===== config.mk =====
export PLATFORM = sky130hd
export DESIGN_NAME = adder_result_monitor_flat
export DESIGN_NICKNAME = d
export VERILOG_FILES = /design/src/rtl/adder_mon_pkg.sv /design/src/rtl/adder_result_monitor_if.sv /design/src/rtl/adder_mon_sat_counter.sv /design/src/rtl/adder_result_monitor.sv /design/src/flat_wrapper.sv
export SDC_FILE = /design/constraint.sdc
export NUM_CORES = 1
export LEC_CHECK = 0
export BUFFER_PORTS_ARGS = -buffer_cell sky130_fd_sc_hd__buf_2
export CELL_PAD_IN_SITES_DETAIL_PLACEMENT = 2
export CELL_PAD_IN_SITES_GLOBAL_PLACEMENT = 2
export CORE_ASPECT_RATIO = 1.5
export CORE_UTILIZATION = 32
export CTS_CLUSTER_DIAMETER = 30
export CTS_CLUSTER_SIZE = 8
export DETAILED_ROUTE_END_ITERATION = 8
export GPL_ROUTABILITY_DRIVEN = 0
export GPL_TIMING_DRIVEN = 0
export HOLD_SLACK_MARGIN = 0.03
export PLACE_DENSITY_LB_ADDON = 0.1
export SLEW_MARGIN = 15
export SYNTH_ARGS = -nofsm -noshare
export SYNTH_HDL_FRONTEND = slang
export SYNTH_HIERARCHICAL = 1
export SYNTH_SLANG_ARGS = --single-unit

===== constraint.sdc =====
create_clock -name clk -period 6.75 [get_ports clk]
set_clock_uncertainty 0.2 [all_clocks]
set_input_delay 1.0125 -clock clk [delete_from_list [all_inputs] [get_ports clk]]
set_output_delay 1.0125 -clock clk [all_outputs]
set_load 0.01 [all_outputs]

===== src/rtl/adder_mon_pkg.sv =====
// Shared types and default widths for the adder result monitor.
package adder_mon_pkg;

  typedef enum logic [1:0] {
    IDLE = 2'd0,
    RUN  = 2'd1,
    HALT = 2'd2
  } state_t;

  localparam int N_DEF  = 64;
  localparam int CW_DEF = 32;

endpackage


===== src/rtl/adder_result_monitor_if.sv =====
// Sample input stream and checked-result output stream of the adder result monitor.
interface adder_result_monitor_if
  import adder_mon_pkg::*;
#(
  parameter int N = N_DEF
);

  logic         in_valid;
  logic         in_ready;
  logic [N-1:0] inp1;
  logic [N-1:0] inp2;
  logic [N-1:0] sum;
  logic         cout;
  logic [N-1:0] sumk;
  logic         coutk;
  logic         out_valid;
  logic         out_ready;
  logic [N-1:0] out_sum;
  logic         out_cout;
  logic         out_ovf;
  logic         out_mismatch;

  modport master (
    output in_valid, inp1, inp2, sum, cout, sumk, coutk, out_ready,
    input  in_ready, out_valid, out_sum, out_cout, out_ovf, out_mismatch
  );

  modport slave (
    input  in_valid, inp1, inp2, sum, cout, sumk, coutk, out_ready,
    output in_ready, out_valid, out_sum, out_cout, out_ovf, out_mismatch
  );

endinterface


===== src/rtl/adder_mon_sat_counter.sv =====
// Saturating up-counter; clr wins over inc and the count never wraps.
module adder_mon_sat_counter #(
  parameter int CW = 32
) (
  input  logic          clk,
  input  logic          rst,
  input  logic          clr,
  input  logic          inc,
  output logic [CW-1:0] cnt
);

  localparam logic [CW-1:0] ONE = {{(CW-1){1'b0}}, 1'b1};
  localparam logic [CW-1:0] MAX = {CW{1'b1}};

  logic [CW-1:0] cnt_r;

  // Count register with saturation at all-ones
  always_ff @(posedge clk) begin
    if (rst) begin
      cnt_r <= {CW{1'b0}};
    end else if (clr) begin
      cnt_r <= {CW{1'b0}};
    end else if (inc && (cnt_r != MAX)) begin
      cnt_r <= cnt_r + ONE;
    end
  end

  assign cnt = cnt_r;

endmodule


===== src/rtl/adder_result_monitor.sv =====
// Checks two adder implementations against a golden sum through a 2-stage stream pipeline.
// Optional first-failure operand capture is enabled by defining ADDER_MON_FAIL_CAPTURE_EN.
module adder_result_monitor
  import adder_mon_pkg::*;
#(
  parameter int N           = N_DEF,
  parameter int CW          = CW_DEF,
  parameter int HALT_ON_ERR = 1
) (
  input  logic                   clk,
  input  logic                   rst,
  input  logic                   en,
  input  logic                   clr,
  adder_result_monitor_if.slave  bus,
  output logic                   err_sticky,
  output logic [CW-1:0]          sample_cnt,
  output logic [CW-1:0]          mismatch_cnt,
`ifdef ADDER_MON_FAIL_CAPTURE_EN
  output logic [N-1:0]           first_fail_a,
  output logic [N-1:0]           first_fail_b,
`endif
  output logic [1:0]             state
);

  state_t       state_r, state_nxt;
  logic         s1_valid_r;
  logic [N-1:0] s1_a_r, s1_b_r, s1_sum_r, s1_sumk_r;
  logic         s1_cout_r, s1_coutk_r;
  logic         out_valid_r, out_cout_r, out_ovf_r, out_mismatch_r;
  logic [N-1:0] out_sum_r;
  logic         err_sticky_r;
  logic         advance_s, accept_s, enter_s2_s, fail_s;
  logic [N-1:0] g_sum_s;
  logic         g_cout_s, ovf_s, mism_s;

  // The whole pipeline moves together whenever the output register can be refilled
  assign advance_s     = !out_valid_r || bus.out_ready;
  assign bus.in_ready  = advance_s && (state_r == RUN);
  assign accept_s      = bus.in_valid && bus.in_ready;
  assign enter_s2_s    = advance_s && s1_valid_r;
  assign fail_s        = enter_s2_s && mism_s;

  // Golden sum, signed overflow and disagreement of either implementation
  always_comb begin
    {g_cout_s, g_sum_s} = {1'b0, s1_a_r} + {1'b0, s1_b_r};
    ovf_s  = (s1_a_r[N-1] == s1_b_r[N-1]) && (g_sum_s[N-1] != s1_a_r[N-1]);
    mism_s = (s1_sum_r != g_sum_s) || (s1_cout_r != g_cout_s) ||
             (s1_sumk_r != g_sum_s) || (s1_coutk_r != g_cout_s);
  end

  // S1: capture of the accepted sample, held while the output stalls
  always_ff @(posedge clk) begin
    if (rst || clr) begin
      s1_valid_r <= 1'b0;
      s1_a_r     <= {N{1'b0}};
      s1_b_r     <= {N{1'b0}};
      s1_sum_r   <= {N{1'b0}};
      s1_sumk_r  <= {N{1'b0}};
      s1_cout_r  <= 1'b0;
      s1_coutk_r <= 1'b0;
    end else if (advance_s) begin
      s1_valid_r <= accept_s;
      if (accept_s) begin
        s1_a_r     <= bus.inp1;
        s1_b_r     <= bus.inp2;
        s1_sum_r   <= bus.sum;
        s1_sumk_r  <= bus.sumk;
        s1_cout_r  <= bus.cout;
        s1_coutk_r <= bus.coutk;
      end
    end
  end

  // S2: checked result register driving the output stream
  always_ff @(posedge clk) begin
    if (rst || clr) begin
      out_valid_r    <= 1'b0;
      out_sum_r      <= {N{1'b0}};
      out_cout_r     <= 1'b0;
      out_ovf_r      <= 1'b0;
      out_mismatch_r <= 1'b0;
    end else if (advance_s) begin
      out_valid_r <= s1_valid_r;
      if (s1_valid_r) begin
        out_sum_r      <= g_sum_s;
        out_cout_r     <= g_cout_s;
        out_ovf_r      <= ovf_s;
        out_mismatch_r <= mism_s;
      end
    end
  end

  // Sticky error flag, raised together with the mismatch counter
  always_ff @(posedge clk) begin
    if (rst || clr) begin
      err_sticky_r <= 1'b0;
    end else if (fail_s) begin
      err_sticky_r <= 1'b1;
    end
  end

`ifdef ADDER_MON_FAIL_CAPTURE_EN
  logic [N-1:0] ff_a_r, ff_b_r;

  // Operands of the first mismatching sample since the last rst/clr
  always_ff @(posedge clk) begin
    if (rst || clr) begin
      ff_a_r <= {N{1'b0}};
      ff_b_r <= {N{1'b0}};
    end else if (fail_s && !err_sticky_r) begin
      ff_a_r <= s1_a_r;
      ff_b_r <= s1_b_r;
    end
  end

  assign first_fail_a = ff_a_r;
  assign first_fail_b = ff_b_r;
`endif

  // FSM state register
  always_ff @(posedge clk) begin
    if (rst) begin
      state_r <= IDLE;
    end else begin
      state_r <= state_nxt;
    end
  end

  // FSM next state; clr overrides everything, HALT is left only via clr/rst
  always_comb begin
    state_nxt = state_r;
    if (clr) begin
      state_nxt = IDLE;
    end else begin
      case (state_r)
        IDLE: begin
          if (en) state_nxt = RUN;
          else    state_nxt = IDLE;
        end
        RUN: begin
          if ((HALT_ON_ERR != 0) && fail_s) state_nxt = HALT;
          else                              state_nxt = RUN;
        end
        HALT:    state_nxt = HALT;
        default: state_nxt = IDLE;
      endcase
    end
  end

  adder_mon_sat_counter #(.CW(CW)) u_sample_cnt (
    .clk (clk),
    .rst (rst),
    .clr (clr),
    .inc (enter_s2_s),
    .cnt (sample_cnt)
  );

  adder_mon_sat_counter #(.CW(CW)) u_mismatch_cnt (
    .clk (clk),
    .rst (rst),
    .clr (clr),
    .inc (fail_s),
    .cnt (mismatch_cnt)
  );

  assign bus.out_valid    = out_valid_r;
  assign bus.out_sum      = out_sum_r;
  assign bus.out_cout     = out_cout_r;
  assign bus.out_ovf      = out_ovf_r;
  assign bus.out_mismatch = out_mismatch_r;
  assign err_sticky       = err_sticky_r;
  assign state            = state_r;

endmodule


===== src/flat_wrapper.sv =====
// flat-port wrapper written by rule: the top's interface ports become plain ports
module adder_result_monitor_flat import adder_mon_pkg::*;
#(
  parameter int N           = N_DEF,
  parameter int CW          = CW_DEF,
  parameter int HALT_ON_ERR = 1
)
  (clk, rst, en, clr, err_sticky, sample_cnt, mismatch_cnt, state, bus_in_valid, bus_inp1, bus_inp2, bus_sum, bus_cout, bus_sumk, bus_coutk, bus_out_ready, bus_in_ready, bus_out_valid, bus_out_sum, bus_out_cout, bus_out_ovf, bus_out_mismatch);
  adder_result_monitor_if #(.N(N)) bus_i ();
  input  logic clk;
  input  logic rst;
  input  logic en;
  input  logic clr;
  output logic err_sticky;
  output logic [CW-1:0] sample_cnt;
  output logic [CW-1:0] mismatch_cnt;
  output logic [1:0] state;
  input wire logic [$bits(bus_i.in_valid)-1:0] bus_in_valid;
  input wire logic [$bits(bus_i.inp1)-1:0] bus_inp1;
  input wire logic [$bits(bus_i.inp2)-1:0] bus_inp2;
  input wire logic [$bits(bus_i.sum)-1:0] bus_sum;
  input wire logic [$bits(bus_i.cout)-1:0] bus_cout;
  input wire logic [$bits(bus_i.sumk)-1:0] bus_sumk;
  input wire logic [$bits(bus_i.coutk)-1:0] bus_coutk;
  input wire logic [$bits(bus_i.out_ready)-1:0] bus_out_ready;
  output wire logic [$bits(bus_i.in_ready)-1:0] bus_in_ready;
  output wire logic [$bits(bus_i.out_valid)-1:0] bus_out_valid;
  output wire logic [$bits(bus_i.out_sum)-1:0] bus_out_sum;
  output wire logic [$bits(bus_i.out_cout)-1:0] bus_out_cout;
  output wire logic [$bits(bus_i.out_ovf)-1:0] bus_out_ovf;
  output wire logic [$bits(bus_i.out_mismatch)-1:0] bus_out_mismatch;
  assign bus_i.in_valid = bus_in_valid;
  assign bus_i.inp1 = bus_inp1;
  assign bus_i.inp2 = bus_inp2;
  assign bus_i.sum = bus_sum;
  assign bus_i.cout = bus_cout;
  assign bus_i.sumk = bus_sumk;
  assign bus_i.coutk = bus_coutk;
  assign bus_i.out_ready = bus_out_ready;
  assign bus_in_ready = bus_i.in_ready;
  assign bus_out_valid = bus_i.out_valid;
  assign bus_out_sum = bus_i.out_sum;
  assign bus_out_cout = bus_i.out_cout;
  assign bus_out_ovf = bus_i.out_ovf;
  assign bus_out_mismatch = bus_i.out_mismatch;
  adder_result_monitor #(.N(N), .CW(CW), .HALT_ON_ERR(HALT_ON_ERR)) u_core (.clk(clk), .rst(rst), .en(en), .clr(clr), .bus(bus_i), .err_sticky(err_sticky), .sample_cnt(sample_cnt), .mismatch_cnt(mismatch_cnt), .state(state));
endmodule

==> flow_summary.ini, run 1 <==
[clock_network]
htreeDepth = 3
clk_path_buf_depth = 3
cts_buffers = 90
path_clk_slew_ps = 50
clkSinkCount = 394
clockRootBuffer = clkbuf_16
cts_tree = yes
worst_skew_pair.late_latency_ps = 640

[floorplanning]
dieHeight_um = 322
initial_utilization_pct = 32.3
fp.dieW_um = 215
rows = 117
dieArea_um2 = 69400
coreArea_um2 = 67800
io_pins = 400

[timing]
rsz0062_at_grt = no
period_share_pct = 98.4
fin_tns_setup_ps = 0
relSlewSlack_pct = 14.3
drv_slew = 0
finalHoldViolations = 0
fin_crit_ps = 6640
clock.fmax_mhz = 151
finalSetupViolCount = 0
worstMarginPinSlew_ps = 1290

[logic_synthesis]
yosys-top-cells-count = nand2_1, a21oi_1, dfxtp_1
synth_xor_area_share_pct = 3.41
synth_area_leaders = dfxtp_1, nand2_1, a21oi_1
ys_ff_latch = 394
synth-compound-area-share_pct = 23.3
ys_types = 101
synth_top_area_share_pct = 36.1
synth_edf_count = 0
synthMuxAreaShare_pct = 1.01
synth.largest_area_cell = dfxtp_1
netlist_area_um2 = 21900
yosys.area_share.simple_pct = 28.2
syn_nets = 3294
ys_warn_count = 6
synth_flop_cell = dfxtp_1
yosysSeqAreaShare_pct = 36.1
syn_inst = 2963
synth.most_common_cell = nand2_1
avgSynthCellArea_um2 = 7.38
synth_top_family_by_area = simple AND/OR/NAND/NOR gates
synthArstFlopShare_pct = 0
synth-adder-area-share_pct = 3.87

[critical_path]
timing.critical_path.required_ps = 7030
r2r_slack_ps = 110
critPathLaunchType = register
cp_slowest_cell = a2111oi_4
critPathMaxStageDelay_ps = 660
critical_path_peak_fanout = 10
worstSetupEndpointType = register
critPathKind = register to register
r2r_cells = 21
arrival_ps = 6920
timing.rr.end = u_core/u_mismatch_cnt/cnt[17]
timing.rr.start = u_core/s1_a_r[0]
path_cells = ha_1 -> inv_1 -> fa_1 -> nand2b_1 -> a211oi_2 -> o21ai_2 -> and2_1 -> a2111oi_1 -> o2111ai_1 -> nor4_4 -> nand4_1 -> a2111oi_4 -> o2111ai_1 -> o31ai_4 -> inv_1 -> nand4_1 -> nor3_1 -> o311ai_1 -> buf_2 -> or3_1 -> a21oi_1

[pwr]
p_switching_uw = 1720
combPwrFrac_pct = 5.4
power.leakage_uw = 0.0107
ir_worst_vdd_uv = 189
netSwitchingFraction_pct = 23.5
power.internal_uw = 5590
p_per_area_nw_per_um2 = 259
pwr-share-clk_pct = 62.2
p_seq_share_pct = 32.4

[drt]
ant_nets = 0
drtPass1Iterations = 5
wl_met1_mm = 42.1
route.detailed.drc = 0
highest_layer = met4
vias = 24900
vias_per_cell = 5.64
wl_met2_mm = 60.7
first_iter_violations = 1332
routed_wl_mm = 116
wl_per_cell_um = 26.3
wl_met3_mm = 4.49

[place]
dp_hpwl_mm = 93.2
port_buffers = 399
place_area_um2 = 25000

[final_layout]
drive_above_1_share_pct = 19.4
final_cell_area_um2 = 28200
regArea_um2 = 7890
nets = 3786
final_util_pct = 41.6
nFillCells = 7882
multi_input_area_um2 = 13100
syn2layout_area_growth_pct = 29.0

[grt]
grt_pass1_wl_mm = 170
gr-total-overflow = 0
grt_start_max_net_pins = 16
antenna_found_initial = 0
grt_pass1_vias = 27500
grtUsageTotal_pct = 32.8

[hold_path]
min_to = u_core/bus.out_sum[37]
worstHoldPathCells = 2
hold_class = register to register
worstHoldStart = u_core/bus.out_sum[37]

[flow_run]
maxCapViolCount = 0

[outcome]
outcome = finished clean
[how the worst max path moves through the flow]
| stage | from | endpoint | slack, ps | cells after the start |
|---|---|---|---|---|
| 3_5_place_dp | u_core/s1_a_r[0] | u_core/u_mismatch_cnt/cnt[19] | -810 | 21 |
| 6_report | u_core/s1_a_r[0] | u_core/u_mismatch_cnt/cnt[17] | 110 | 21 |
| 3_3_place_gp | u_core/s1_a_r[0] | u_core/u_mismatch_cnt/cnt[23] | -1740 | 21 |
| 4_1_cts | u_core/s1_b_r[9] | u_core/u_mismatch_cnt/cnt[15] | 3 | 20 |
| 5_1_grt | u_core/s1_a_r[0] | u_core/u_mismatch_cnt/cnt[27] | 4 | 20 |
| 2_1_floorplan | u_core/s1_a_r[44] | u_core/u_mismatch_cnt/cnt[26] | 1860 | 19 |
[area by class of cell]
type | instances | area share, %
Inverter | 33 | 0.439
Sequential cell | 394 | 28.0
Multi-Input combinational cell | 2355 | 46.6
Clock buffer | 119 | 8.98
Antenna cell | 1 | 0.00888
Timing Repair Buffer | 400 | 7.11
Clock inverter | 45 | 2.17
Buffer | 181 | 2.72
Tap cell | 892 | 3.96
[critical path: cells and delay by family (launching register included)]
kind / cells / cell delay [ps]
adders and majority gates: 2 / 650
buffers and inverters: 3 / 570
DFF: 1 / 370
AOI/OAI and AO/OA: 9 / 2890
and+or+nand+nor: 7 / 1790
[metal layers]
layer	track usage, %	vias to the layer above
met5	0	-
met4	24.0	0
met3	4.66	289
met2	61.4	721
met1	32.9	12400
li1	-	11500
[stage by stage]
| step | std cells | hold slack, ps | setup slack, ps | total power [uW] |
|---|---|---|---|---|
| global placement | 4254 | 239 | -1740 | 2780 |
| detailed placement | 4254 | 248 | -808 | 2790 |
| global route | 4419 | 281 | 3.93 | 7520 |
| finish | 4420 | 252 | 110 | 7310 |
| CTS | 4418 | 255 | 3.38 | 7370 |
| floorplan | 2963 | 237 | 1860 | 2570 |
[sequential cells by signal, summed over array words and instances, names as in the netlist]
signal and flops:
u_core/u_mismatch_cnt/cnt 32, u_core/bus.out_ovf 1, u_core/s1_valid_r 1, u_core/s1_sumk_r 64
u_core/s1_sum_r 64, u_core/bus.out_sum 64, u_core/s1_a_r 64, u_core/bus.out_cout 1
u_core/state 2, u_core/s1_coutk_r 1, u_core/bus.out_mismatch 1, u_core/s1_b_r 64
u_core/u_sample_cnt/cnt 32, u_core/s1_cout_r 1, u_core/bus.out_valid 1, u_core/err_sticky 1
[what timing repair did]
action | 4_1_cts | 5_1_grt
hold buffers | 0 | 0
setup buffers | 0 | 1
pin swaps | 2 | 2
setup endpoints to repair | 32 | 23
gates cloned | 0 | 0
gates resized for setup | 6 | 3
[kinds of logic (layout without fill, tap and decap cells)]
family          Yosys count  after routing
fa+ha+maj                67             67
simple gates           1359           1359
flops                   394            394
compound gates          825            825
buf+inv                 214            778
other cells               0              1
xor+xnor                 82             82
mux                      22             22
[power by group through the flow]
stage,sequential (uW),combinational [uW],clock (uW)
after global placement,2410,370,0
after detailed placement,2410,381,0
final,2370,397,4550
after floorplan,2400,165,0
after global routing,2360,417,4740
after CTS,2360,393,4610
[layout by cell type, fill, tap and decap left out, drive strengths merged, types with 19 or more instances in the layout]
cell type	instances
mux2i	21
ha	66
nor2	182
a21oi	467
xnor2	47
nor3	50
dfxtp	394
nand4	72
buf	452
nand2	769
and3	28
nor4	22
nand3	70
or2	19
o211ai	21
o21ai	130
xor2	33
clkbuf	248
a211oi	25
inv	36
or3	50
(Power assumes the default switching activity.)
==> run 2, diff against run 1 <==
CTS_BUF_LIST = sky130_fd_sc_hd__clkbuf_16   (was not set)
==> run 2 against run 1 <==
  * Register-to-register slack worse by 30 ps
  * Sequential share of layout area is 0.14 points higher
  * Via count is 0.26% lower
  * Flip-flop and latch count stayed put
  * Cell count hardly changed
  * Design area is 0.49% lower
  * Global-route usage is 0.063 points lower
  * Sequential power hardly changed
  * Non-clock buffer count stayed put
  * Maximum frequency is 0.50% lower
  * Hold slack better by 0.69 ps
==> flow_summary.ini, run 2 (same netlist as run 1, synthesis figures left out) <==
[outcome]
outcome = finished clean

[drt]
drtPass1Iterations = 5
routed_wl_mm = 116
wl_per_cell_um = 26.1
route.detailed.drc = 0
ant_nets = 0
vias_per_cell = 5.62
vias = 24900
first_iter_violations = 1285

[pwr]
power_uw = 7110
power.leakage_uw = 0.0106
ir_worst_vdd_uv = 190
p_per_area_nw_per_um2 = 253

[clock_network]
clkSinkCount = 394
htreeDepth = 3
cts_tree = yes
cts_buffers = 90
clk_path_buf_depth = 3
clockRootBuffer = clkbuf_16
worst_skew_pair.late_latency_ps = 630
path_clk_slew_ps = 50

[critical_path]
critPathKind = register to register
arrival_ps = 6950
path_cells = ha_1 -> buf_6 -> a21oi_4 -> o21ai_2 -> a21oi_1 -> nand3_2 -> a31o_2 -> a41oi_4 -> mux2i_1 -> or4b_4 -> a2111oi_4 -> nand4_2 -> o31ai_4 -> inv_1 -> nand4_1 -> nor3_1 -> o311ai_1 -> buf_2 -> or3_1 -> a21oi_1
worst-path-buf-inv = 3
cp_slowest_cell = or4b_4
r2r_cells = 20
critPathLaunchType = register
cpLargestDelayFamily = compound AO/OA/AOI/OAI gates
timing.critical_path.required_ps = 7030
cp.depth = 20
critPathMaxStageDelay_ps = 630
critical_path_peak_fanout = 10
cp_common_cell = a21oi_1
worstSetupEndpointType = register

[timing]
worstMarginPinSlew_ps = 1320
rsz0062_at_grt = no
drv_slew = 0
period_share_pct = 98.9
fin_crit_ps = 6670
finalHoldViolations = 0
relSlewSlack_pct = 12.1
clock.fmax_mhz = 150
finalSetupViolCount = 0
final_critical_path_setup_slack_ps = 77.1

[final_layout]
nFillCells = 7897
syn2layout_area_growth_pct = 28.3
nets = 3786
drive_above_1_share_pct = 19.0
final_cell_mix = nand2_1, a21oi_1, buf_2, dfxtp_1, nor2_1
final_common_cell = nand2_1

[floorplanning]
dieHeight_um = 322
rows = 117
fp.dieW_um = 215
io_pins = 400
coreArea_um2 = 67800
dieArea_um2 = 69400
initial_utilization_pct = 32.3

[hold_path]
worstHoldPathCells = 2
hold_class = register to register

[flow_run]
maxCapViolCount = 0

[place]
place_ws_ps = -808
dp_hpwl_mm = 93.2
port_buffers = 399

[grt]
antenna_found_initial = 1
grt_pass1_wl_mm = 170
gr-total-overflow = 0
grtUsageTotal_pct = 32.7
grt_pass1_vias = 27500
grt_start_max_net_pins = 16
[run 2: cell count changes in the layout (fill, tap and decap cells not counted), moves of 13 or more]
cell,change
clkbuf_8,-15
clkinv_1,+15
clkbuf_1,-13
inv_1,+13
[run 2: final timing paths]
check,slack [ps],start,endpoint
max,80,u_core/s1_a_r[17],u_core/u_mismatch_cnt/cnt[17]
min,250,u_core/bus.out_sum[37],u_core/bus.out_sum[37]
max reg2reg,80,u_core/s1_a_r[17],u_core/u_mismatch_cnt/cnt[17]
min reg2reg,250,u_core/bus.out_sum[37],u_core/bus.out_sum[37]
[run 2: power breakdown]
part | internal (uW) | switching [uW]
registers | 2350 | 16.2
logic | 130 | 265
clock network | 2920 | 1420
[run 2: metrics by stage]
| stage | util [%] | hold slack (ps) | TNS, ps | cells | instance area [um2] |
|---|---|---|---|---|---|
| 3_5_place_dp | 36.9 | 248 | -16990 | 4254 | 25000 |
| 5_1_grt | 41.4 | 281 | 0 | 4419 | 28000 |
| 4_1_cts | 41.3 | 255 | 0 | 4418 | 28000 |
| 2_1_floorplan | - | 237 | 0 | 2963 | 21900 |
| 6_report | 41.4 | 252 | 0 | 4421 | 28100 |
| 3_3_place_gp | 36.8 | 239 | -48100 | 4254 | 25000 |
[run 2: what timing repair did]
item	in CTS	in global routing
setup buffers	0	1
hold buffers	0	0
endpoints found under the setup margin	32	26
pin swaps	2	2
gates resized for setup	6	5
[run 2: cell type report]
| type | count | area, um2 | area share (%) |
|---|---|---|---|
| clock buffers | 91 | 2280 | 8.12 |
| repair buffers | 400 | 2000 | 7.14 |
| multi-input cells | 2355 | 13200 | 46.9 |
| flip-flops and latches | 394 | 7890 | 28.1 |
| well taps | 892 | 1120 | 3.98 |
| plain buffers | 181 | 766 | 2.73 |
| inverters | 33 | 124 | 0.442 |
| diodes | 2 | 5.00 | 0.0178 |
| clock inverters | 73 | 718 | 2.56 |
[run 2: worst reg2reg max path: cells and delay by family (launching register included)]
| family | cells | cell delay (ps) |
|---|---|---|
| AO/OA/AOI/OAI | 9 | 2940 |
| AND/OR/NAND/NOR | 6 | 1940 |
| buffers and inverters | 3 | 640 |
| flip-flops | 1 | 320 |
| adder cells (fa/ha/maj) | 1 | 310 |
| multiplexers | 1 | 180 |
[run 2: routing by layer]
layer	up-vias	share of wire (%)	track usage, %
met2	761	52	60.9
met1	12300	36	32.9
met4	0	8.1	24.6
met3	302	3.9	4.60
li1	11500	-	-
met5	-	0	0
==> run 3, diff against run 2 <==
RECOVER_POWER = 25   (was not set)
==> run 3 against run 2 <==
  * Sequential power barely moved
  * Utilization fell by 0.24 points
  * First-iteration DRC count fell by 3.1%
  * Total power barely moved
  * Hold slack improved by 1.7 ps
  * Via count rose by 0.19%
  * Routed wire length rose by 0.25%
  * Largest cell class unchanged
  * Clock power barely moved
  * Combinational power barely moved
  * Highest routed layer unchanged
  * Maximum frequency fell by 0.41%
==> flow_summary.ini, run 3 (same netlist as run 1, synthesis figures left out) <==
[critical_path]
critPathMaxStageDelay_ps = 630
r2r_slack_ps = 50
critical_path_peak_fanout = 10
cp_slowest_cell = or4b_4
cp_common_cell = a21oi_1
worstSetupEndpointType = register
arrival_ps = 6980
critPathKind = register to register
path_cells = ha_1 -> buf_6 -> a21oi_4 -> o21ai_2 -> a21oi_1 -> nand3_2 -> a31o_2 -> a41oi_4 -> mux2i_1 -> or4b_4 -> a2111oi_4 -> nand4_2 -> o31ai_4 -> inv_1 -> nand4_1 -> nor3_1 -> o311ai_1 -> buf_2 -> or3_1 -> a21oi_1
r2r_cells = 20
timing.critical_path.required_ps = 7030
critPathLaunchType = register
timing.rr.start = u_core/s1_a_r[17]
timing.rr.end = u_core/u_mismatch_cnt/cnt[17]

[floorplanning]
fp.dieW_um = 215
io_pins = 400
dieArea_um2 = 69400
dieHeight_um = 322
initial_utilization_pct = 32.3
rows = 117
coreArea_um2 = 67800

[timing]
rsz0062_at_grt = no
relSlewSlack_pct = 12.6
fin_tns_setup_ps = 0
period_share_pct = 99.3
worstMarginPinSlew_ps = 1310
fin_crit_ps = 6700
clock.fmax_mhz = 149
finalHoldViolations = 0
timing.hold.ws_ps = 254
drv_slew = 0
finalSetupViolCount = 0

[clock_network]
worst_skew_pair.late_latency_ps = 640
cts_buffers = 90
clockRootBuffer = clkbuf_16
cts_tree = yes
htreeDepth = 3
clkSinkCount = 394
ctsHoldBuffers = 0
clk_path_buf_depth = 3
path_clk_slew_ps = 50

[drt]
wl_per_cell_um = 26.2
route.detailed.drc = 0
drtPass1Iterations = 5
vias = 24900
first_iter_violations = 1245
vias_per_cell = 5.63
routed_wl_mm = 116
ant_nets = 0

[pwr]
pwr-share-clk_pct = 61.1
combPwrFrac_pct = 5.6
p_seq_share_pct = 33.3
power_uw = 7110
netSwitchingFraction_pct = 24.0
ir_worst_vdd_uv = 189
power.internal_uw = 5400
power.leakage_uw = 0.0101
p_per_area_nw_per_um2 = 255
p_switching_uw = 1710

[grt]
antenna_found_initial = 1
grtUsageTotal_pct = 32.7
use_met1_pct = 32.9
grt_util_met3_pct = 4.60
grt.busiest_layer = met2
grt_pass1_vias = 27500
grt_pass1_wl_mm = 170
gr-total-overflow = 0
grt_use_met2_pct = 60.9
grt_start_max_net_pins = 16

[hold_path]
min_to = u_core/bus.out_sum[37]
hold_class = register to register
worstHoldPathCells = 2
worstHoldStart = u_core/bus.out_sum[37]

[final_layout]
syn2layout_area_growth_pct = 27.6
nets = 3786
drive_above_1_share_pct = 15.3
nFillCells = 7964
final_cell_area_um2 = 27900
final_common_cell = nand2_1
final_util_pct = 41.1
final_cell_mix = nand2_1, a21oi_1, dfxtp_1, buf_2, clkbuf_1

[place]
place_area_um2 = 25000
port_buffers = 399
dp_hpwl_mm = 93.2

[flow_run]
maxCapViolCount = 0

[outcome]
outcome = finished clean
-- run 3: worst max-delay path by stage --
stage	start	end	slack [ps]
2_1_floorplan	u_core/s1_a_r[44]	u_core/u_mismatch_cnt/cnt[26]	1860
3_3_place_gp	u_core/s1_a_r[0]	u_core/u_mismatch_cnt/cnt[23]	-1740
3_5_place_dp	u_core/s1_a_r[0]	u_core/u_mismatch_cnt/cnt[19]	-810
4_1_cts	u_core/s1_b_r[9]	u_core/u_mismatch_cnt/cnt[15]	6
5_1_grt	u_core/s1_a_r[0]	u_core/u_mismatch_cnt/cnt[27]	3
6_report	u_core/s1_a_r[17]	u_core/u_mismatch_cnt/cnt[17]	50
-- run 3: per-layer routing --
metal	wire length (um)	share of wire [%]
met5	0	0
met4	9250	8.0
met3	4500	3.9
met2	60100	52
met1	42000	36
-- run 3: critical path, delay by kind of cell, from the launching register on --
kind                       cells  cell delay [ps]
buffers and inverters          3              640
AOI/OAI and AO/OA              9             2930
muxes                          1              180
adders and majority gates      1              310
DFF                            1              320
and+or+nand+nor                6             1930
-- run 3: power by group through the flow --
stage	clock [uW]	sequential, uW	combinational, uW
finish	4350	2370	396
global placement	0	2410	370
floorplan	0	2400	165
CTS	4420	2370	393
detailed placement	0	2410	381
global route	4540	2360	417
-- run 3: final cells by class --
cell class                 instances  area, um2  share of cell area (%)
inverter                          33        124                   0.444
antenna                            2       5.00                  0.0179
clock inverter                    73        718                    2.58
timing repair buffer             400       1840                    6.60
clock buffer                      91       2280                    8.16
multi-input combinational       2355      13200                    47.2
tap                              892       1120                    4.00
sequential                       394       7890                    28.3
buffer                           181        766                    2.75
-- run 3: per-stage QoR --
step           cells  worst slack [ps]
2_1_floorplan   2963              1860
3_3_place_gp    4254             -1740
3_5_place_dp    4254              -808
4_1_cts         4418              5.88
5_1_grt         4419              2.76
6_report        4421              49.4
-- run 3: repair_timing --
action | 4_1_cts | 5_1_grt
setup buffers | 0 | 1
pin swaps | 2 | 2
setup endpoints to repair | 32 | 26
resized for setup | 6 | 5
